File: src/rtl/morse_letter_decoder.sv
// Morse letter decoder: walks a heap-indexed trie on dot/dash pulses and commits
// one registered ASCII letter with a single-cycle letter_valid strobe.
module morse_letter_decoder #(
  parameter int unsigned MAX_SYMBOLS  = 5,
  parameter int unsigned IDLE_TIMEOUT = 0,
  parameter int unsigned TO_WIDTH     = 27
) (
  input  logic       clk,
  input  logic       reset,
  input  logic       dot_pulse,
  input  logic       dash_pulse,
  input  logic       done_pulse,
  input  logic       clear,
  output logic [7:0] letter,
  output logic       letter_valid,
  output logic       error,
  output logic [2:0] symbol_count,
  output logic       busy
);

  localparam int unsigned NodeW = MAX_SYMBOLS + 1;
  localparam logic [NodeW-1:0]    RootNode  = NodeW'(1);
  localparam logic [2:0]          MaxCount  = 3'(MAX_SYMBOLS);
  localparam logic [TO_WIDTH-1:0] ToLast    = TO_WIDTH'(IDLE_TIMEOUT - 1);
  localparam bit                  TimeoutEn = (IDLE_TIMEOUT != 0);

  typedef enum logic [1:0] {StIdle, StCollect, StEmit} state_e;

  state_e              state_q, state_d;
  logic [NodeW-1:0]    node_q, node_d;
  logic [2:0]          count_q, count_d;
  logic                ovf_q, ovf_d;
  logic [TO_WIDTH-1:0] timer_q, timer_d;
  logic [7:0]          letter_q, letter_d;
  logic                valid_q, valid_d;
  logic                error_q, error_d;

  logic                one_symbol;
  logic                timed_out;
  logic [NodeW-1:0]    node_next;
  logic [TO_WIDTH-1:0] timer_inc;
  logic [7:0]          lookup_char;

  // Returns 8'h00 for nodes that do not terminate a known code.
  function automatic logic [7:0] node_to_ascii(input logic [NodeW-1:0] n);
    logic [7:0] c;
    case (32'(n))
      2:  c = "E";
      3:  c = "T";
      4:  c = "I";
      5:  c = "A";
      6:  c = "N";
      7:  c = "M";
      8:  c = "S";
      9:  c = "U";
      10: c = "R";
      11: c = "W";
      12: c = "D";
      13: c = "K";
      14: c = "G";
      15: c = "O";
      16: c = "H";
      17: c = "V";
      18: c = "F";
      20: c = "L";
      22: c = "P";
      23: c = "J";
      24: c = "B";
      25: c = "X";
      26: c = "C";
      27: c = "Y";
      28: c = "Z";
      29: c = "Q";
      32: c = "5";
      33: c = "4";
      35: c = "3";
      39: c = "2";
      47: c = "1";
      48: c = "6";
      56: c = "7";
      60: c = "8";
      62: c = "9";
      63: c = "0";
      default: c = 8'h00;
    endcase
    return c;
  endfunction

  assign one_symbol  = dot_pulse ^ dash_pulse;
  assign node_next   = {node_q[NodeW-2:0], dash_pulse};
  assign timer_inc   = (timer_q == '1) ? timer_q : timer_q + 1'b1;
  assign timed_out   = TimeoutEn && (timer_q == ToLast);
  assign lookup_char = node_to_ascii(node_q);

  always_comb begin
    state_d  = state_q;
    node_d   = node_q;
    count_d  = count_q;
    ovf_d    = ovf_q;
    timer_d  = timer_q;
    letter_d = letter_q;
    valid_d  = 1'b0;
    error_d  = 1'b0;

    unique case (state_q)
      StIdle: begin
        if (!clear) begin
          if (done_pulse) begin
            state_d  = StEmit;
            letter_d = 8'h20;
            valid_d  = 1'b1;
          end else if (one_symbol) begin
            state_d = StCollect;
            node_d  = node_next;
            count_d = 3'd1;
            timer_d = '0;
          end
        end
      end

      StCollect: begin
        if (clear) begin
          state_d = StIdle;
          node_d  = RootNode;
          count_d = '0;
          ovf_d   = 1'b0;
          timer_d = '0;
        end else if (done_pulse || timed_out) begin
          // Any symbol arriving with the commit is dropped.
          state_d = StEmit;
          valid_d = 1'b1;
          if (ovf_q || (lookup_char == 8'h00)) begin
            letter_d = 8'h3F;
            error_d  = 1'b1;
          end else begin
            letter_d = lookup_char;
          end
          node_d  = RootNode;
          count_d = '0;
          ovf_d   = 1'b0;
          timer_d = '0;
        end else if (one_symbol && (count_q < MaxCount)) begin
          node_d  = node_next;
          count_d = count_q + 3'd1;
          timer_d = '0;
        end else begin
          // Overflowing symbols are not accepted, so they do not restart the timeout.
          if (one_symbol) begin
            ovf_d = 1'b1;
          end
          timer_d = timer_inc;
        end
      end

      StEmit: begin
        state_d = StIdle;
      end

      default: begin
        state_d = StIdle;
      end
    endcase
  end

  always_ff @(posedge clk or negedge reset) begin
    if (!reset) begin
      state_q  <= StIdle;
      node_q   <= RootNode;
      count_q  <= '0;
      ovf_q    <= 1'b0;
      timer_q  <= '0;
      letter_q <= 8'h20;
      valid_q  <= 1'b0;
      error_q  <= 1'b0;
    end else begin
      state_q  <= state_d;
      node_q   <= node_d;
      count_q  <= count_d;
      ovf_q    <= ovf_d;
      timer_q  <= timer_d;
      letter_q <= letter_d;
      valid_q  <= valid_d;
      error_q  <= error_d;
    end
  end

  assign letter       = letter_q;
  assign letter_valid = valid_q;
  assign error        = error_q;
  assign symbol_count = count_q;
  assign busy         = (state_q == StCollect);

endmodule

File: config.mk
export PLATFORM = sky130hd
export DESIGN_NAME = morse_letter_decoder
export DESIGN_NICKNAME = d
export VERILOG_FILES = /design/src/rtl/morse_letter_decoder.sv
export SDC_FILE = /design/constraint.sdc
export NUM_CORES = 1
export LEC_CHECK = 0
export ABC_AREA = 1
export CAP_MARGIN = 10
export CORE_ASPECT_RATIO = 0.5
export CORE_UTILIZATION = 56
export DETAILED_ROUTE_END_ITERATION = 12
export PLACE_DENSITY = 0.84
export SLEW_MARGIN = 20
export SYNTH_ARGS = -nofsm -noshare
export SYNTH_HDL_FRONTEND = slang
export SYNTH_SLANG_ARGS = --single-unit
File: constraint.sdc
create_clock -name clk -period 2.5 [get_ports clk]
set_input_delay 0.5 -clock clk [delete_from_list [all_inputs] [get_ports clk]]
set_output_delay 0.5 -clock clk [all_outputs]
set_load 0.05 [all_outputs]
# Word level (Yosys, flattened, before mapping)
# Memory sizes are Yosys's and may differ from the RTL's.
# Index checks and enable logic that the tools add are counted.
[totals]
input_bits = 6
reg_bits = 22
rom_bits = 448
memories = 1
word_cells = 70
out_inout_bits = 14
[memory_table]
columns = ["memory", "depth", "width", "read_ports", "rd_clocked_by_memory_dff", "wr", "line", "source"]
rows = [
  ["(no name shown)", 64, 7, 1, 0, 0, "47", "case (32'(n))"],
]
[op_classes]
bitwise_logic = 1
n_mux = 37
magnitude_cmp = 1
n_eq_ne = 11
n_addsub = 1
n_reduce_logical = 11
[ops]
columns = ["operator", "count"]
rows = [
  ["8-bit 2-to-1 mux", 5],
  ["6-bit 2-to-1 mux", 6],
  ["3-bit 2-to-1 mux", 6],
  ["8-bit case mux with 2 select lines", 1],
  ["2-bit inequality test, second input constant", 6],
  ["6-bit case mux with 2 select lines", 1],
  ["1-bit 2-to-1 mux", 11],
  ["2-bit 2-to-1 mux", 5],
  ["5-bit AND reduction", 2],
  ["3-bit inequality test, second input constant", 3],
  ["8-bit zero test", 1],
  ["3-bit case mux with 2 select lines", 1],
  ["3-bit AND reduction", 2],
  ["4-bit by 3-bit inequality test with 1-bit output, second input constant", 1],
  ["2-bit case mux with 2 select lines", 1],
  ["3-bit by 1-bit adder with 3-bit output, second input constant", 1],
  ["3-bit < comparator, second input constant", 1],
  ["3-bit nonzero test", 1],
  ["2-bit by 1-bit equality test with 1-bit output, second input constant", 1],
  ["2-bit zero test", 1],
  ["2-bit nonzero test", 1],
  ["2-bit OR reduction", 1],
  ["1-bit logical AND", 1],
  ["1-bit logical OR", 1],
  ["1-bit bitwise XOR", 1],
]

# Depth between registers and ports, before layout
# Gate-level depths: netlist (run 1).
# An unclocked memory read counts as a cell.
[depth]
ltp_word = 7
ltp_mapped = 16
depth_no_buf = 15

# Worst setup path after synthesis (run 1)
# OpenSTA, ideal clock, no wires.
[synth_timing]
path_kind = "register to register"
start = "register node_q[0]"
end = "register letter_q[1] (netlist: letter[1])"
path_buffers = 0
setup_ns = 0.121
synth_period_minus_slack_ns = 1.875
path_stages_with_launch = 13
slack_ns = 0.625
required_time_ns = 2.379
arrival_time_ns = 1.754
cell_sequence = "dfstp_2 > inv_2 > ha_1 > inv_1 > nand2_1 > a21oi_1 > a21oi_1 > nor2_1 > nor2_2 > nand3_2 > nand2_2 > nand2_4 > nand2_2"
[synth_between]
elab_chain_len = 7
[synth_rtl]
columns = ["element", "line", "source"]
rows = [
  ["start: declaration", "30", "logic [NodeW-1:0] node_q, node_d;"],
  ["start signal: assignment", "168", "node_q <= RootNode;"],
  ["start signal: assignment", "177", "node_q <= node_d;"],
  ["memory read 64 x 7 bit (*)", "--", ""],
  ["8-bit zero test", "132", "if (ovf_q || (lookup_char == 8'h00)) begin"],
  ["1-bit logical OR", "132", ""],
  ["8-bit 2-to-1 mux (*)", "132", ""],
  ["8-bit 2-to-1 mux (*)", "128", "end else if (done_pulse || timed_out) begin"],
  ["8-bit 2-to-1 mux (*)", "122", "if (clear) begin"],
  ["8-bit case mux with 2 select lines (*)", "105", "unique case (state_q)"],
  ["end signal: assignment", "181", "letter_q <= letter_d;"],
  ["end: declaration", "34", "logic [7:0] letter_q, letter_d;"],
]
# Mark *: on every way between the ends. The rest lies on a longest branch, timed or not. The select of a mux whose other input is x is not followed.
# A chain may end at the register's enable or synchronous reset.

# Worst setup path in the final report (run 1)
[layout_timing]
start = "register state_q[1]"
end = "output port busy"
[layout_between]
elab_chain_len = 1
[layout_rtl]
columns = ["element", "line", "source"]
rows = [
  ["start: declaration", "29", "state_e state_q, state_d;"],
  ["start signal: assignment", "167", "state_q <= StIdle;"],
  ["start signal: assignment", "176", "state_q <= state_d;"],
  ["2-bit by 1-bit equality test with 1-bit output", "191", "assign busy = (state_q == StCollect);"],
  ["end: declaration", "18", "output logic busy"],
]
# No other way between the ends.

==> out/results.tsv, run 1 <==
stage	metric	value	unit
drt	vias	1541	
clock_network	# resized after CTS	0	
setup_path	Worst Path Max Fanout	5	
clock_network	TritonCTS buffer count	3	
yosys	largest family of logic cells by synthesized area	simple AND/OR/NAND/NOR gates	
clock_network	Sink Count	21	
global_routing	total global-route track usage	0.242	
global_routing	global-route wire length before repair	5.77	mm
pwr	combinational power share	0.600	
placement	port bufs	18	
placement	DP Area	1830	µm²
sta	Slew Limit Fails	0	
clock_network	Hold-fix buffers, CTS	0	
floorplanning	Die ar.	3260	µm²
sta	fin crit share	0.891	
pwr	Pwr Density	956	nW/µm²
setup_path	CP Class	flip-flop to output port	
yosys	leading area contributor after synthesis	dfrtp_1	
worst_hold_path	Hold Path Cell Cnt	2	
drt	vias per std cell	5.45	
setup_path	Critical Path AT	1.73	ns
drt	DRT Pass-1 Iters	4	
sta	min Tclk post-route	2.23	ns
setup_path	Worst Setup Start Kind	flip-flop	
final_layout	Multi-input gate area	931	µm²
clock_network	post-CTS setup buffer count	0	
sta	Fin Setup TNS	0	ns
yosys	Synth Area in XOR/XNOR	0.0104	
clock_network	Skew-Pair Late Insertion Delay	0.25	ns
final_layout	fillcell total	234	
pwr	Worst VDD drop	0.000567	V
yosys	post-synthesis adder-cell area fraction	0.0666	
pwr	Design Power	1790	µW
yosys	Syn. warnings	0	
pwr	sequential share of power	0.280	
pwr	Switch Pwr	918	µW
sta	skew final	0.00190	ns
floorplanning	Initial Utilization	0.619	
flow_run	Max Cap Viol	0	
final_layout	Reg area	528	µm²
floorplanning	site row count	13	
run_status	status	finished clean	
clock_network	CTS clk-pin slew, worst paths	0.07	ns
sta	Slew headroom	0.607	
yosys	Post-Syn Nets	246	
placement	routability cong.	0.935	
yosys	Post-Syn Instances	231	
drt	Detail Route Antenna Nets	0	
final_layout	# nets final	262	
final_layout	Syn-to-layout area delta	10.9	%
yosys	Netlist Area Pre-Place	1690	µm²
yosys	synth top area cells	dfrtp_1, nand2_1, nand3_1, ha_1, buf_6	
global_routing	largest net degree at the start of global routing	26	
floorplanning	Die W	79.7	µm
pwr	Lkg Pwr	0.000943	µW
yosys	Yosys top cell area share	0.281	
global_routing	remaining global-route overflow	0	
sta	count of final setup violators	0	
sta	worst slew pin tran	0.590	ns
floorplanning	Core ar.	2730	µm²
pwr	P_int	876	µW
floorplanning	num ports	20	
global_routing	initial antenna violation count	0	
setup_path	Worst Setup End Kind	output port	
setup_path	Crit path required time	2.00	ns
sta	f_max	449	MHz
drt	drt total wl	3.67	mm
drt	final routed DRC violation total	0	
clock_network	Max clock buf depth	2	
yosys	mux share of post-synthesis cell area	0	
yosys	distinct cell type count after synthesis	36	
placement	Post-DP HPWL	2.66	mm
pwr	Clk pwr share	0.120	
sta	RSZ-0062 raised after global routing	no	
clock_network	CTS tree	built	
setup_path	Worst Reg2Reg Path Length in Cells	14	
sta	Hold Violations, Final	0	
yosys	Compound-Gate Fraction of Synth Area	0.111	
worst_hold_path	Hold WC Path Type	flip-flop to flip-flop	
yosys	Synth Area in Simple Gates	0.360	
yosys	sequential fraction of the synthesis area	0.312	
yosys	Synth Register Bits	21	
pwr	Sw Ratio	0.512	
global_routing	number of global-route vias before repair	1275	
drt	DRT iter0 DRCs	169	
floorplanning	Die Ht	40.9	µm
drt	WL/cell	13.0	µm
clock_network	Clock H-tree levels	1	
clock_network	Root Buffer	clkbuf_8	
final_layout	ANT cells	0	
final_layout	fraction of layout instances using a drive strength above 1	0.159	
final_layout	design area	1880	µm²
yosys	synthesized area per cell	7.32	µm²
-- logic make-up (layout without fill, tap and decap cells) --
family                     Yosys count  in the layout
DFF                                 21             21
buffers and inverters               40             55
other                                1              1
xor gates and xnor gates             2              2
AOI/OAI and AO/OA                   31             31
adders and majority gates            9              9
and+or+nand+nor                    127            127
-- cell type report --
type	instances	share of cell area
Inverter	29	0.0607
Clock inverter	1	0.00267
Timing Repair Buffer	22	0.112
Clock buffer	3	0.0220
Tap cell	37	0.0247
Multi-Input combinational cell	170	0.496
Sequential cell	21	0.282
-- critical path: stages (launching register included) --
cell and delay (ns):
dfrtp_1 0.45, nor2_4 0.19, clkdlybuf4s50_1 0.83
-- power by group through the flow --
stage	clock network [µW]	registers (µW)	logic (µW)
after floorplan	0	549	875
after global placement	0	502	1050
after detailed placement	0	506	1070
after CTS	220	499	1070
after global routing	231	511	1190
final	214	503	1080
-- cell usage in the layout, fill, tap and decap left out, types with 3 or more instances in the layout --
cell type	n
clkdlybuf4s50_1	18
nand3_2	3
o21ai_1	7
o211ai_1	3
clkbuf_8	3
nand3_1	30
buf_4	4
a22oi_1	3
dfrtp_1	19
inv_2	6
nor3_1	3
nor2_2	4
inv_1	21
nand2_2	8
nor2_1	12
nand2_1	60
ha_1	9
a21oi_1	7
o21ai_0	5
-- state kept, by name (all words and copies together) (netlist names) --
register	cells
error	1
ovf_q	1
node_q	6
symbol_count	3
state_q	2
letter	7
letter_valid	1
-- final timing paths --
check                                       start                          end  slack, ns
setup / recovery           state_q[1]$_DFFE_PN0P_                         busy       0.27
hold / removal              letter[6]$_DFFE_PN0P_        letter[6]$_DFFE_PN0P_       0.51
setup reg to reg            node_q[0]$_DFFE_PN1P_        letter[4]$_DFFE_PN0P_       0.50
hold reg to reg             letter[6]$_DFFE_PN0P_        letter[6]$_DFFE_PN0P_       0.51
max in group asynchronous                   reset        letter[5]$_DFFE_PN1P_       1.64
min in group asynchronous                   reset  symbol_count[0]$_DFFE_PN0P_       0.58
-- routing by layer --
metal | routed length (µm) | GRT usage | vias to the layer above
met2 | 1680 | 0.421 | 59
met5 | 0 | 0 | -
met3 | 250 | 0.0422 | 6
li1 | - | - | 781
met1 | 1700 | 0.322 | 695
met4 | 39 | 0.0682 | 0
-- cells in the mapped netlist (all sizes together) --
cell	instances
a22oi	3
xnor2	1
or2	1
o211ai	3
a2111oi	1
dfrtp	19
nand3	33
nor2	17
conb	1
a31oi	1
nand2	70
a22o	1
nand4	2
inv	29
dfstp	2
o21ai	12
o21a	1
o31ai	1
ha	9
nor3	4
buf	11
a21oi	8
xor2	1
-- stage by stage --
step / hold WS, ns / util / worst slack [ns] / std cells
3_5_place_dp: 0.493 / 0.669 / 0.306 / 279
2_1_floorplan: 0.204 / - / 0.625 / 231
6_report: 0.509 / 0.686 / 0.271 / 283
4_1_cts: 0.511 / 0.686 / 0.265 / 283
5_1_grt: 0.559 / 0.686 / 0.234 / 283
3_3_place_gp: 0.479 / 0.669 / 0.387 / 279
No activity file was read; power rests on OpenSTA's default activity.
==> run 2, diff against run 1 <==
Settings changed: CTS_CLUSTER_SIZE from default to 25, SKIP_CTS_REPAIR_TIMING from default to 1.
==> results of run 2 <==
The final DEF is identical to that of run 1; final timing and power are the same.
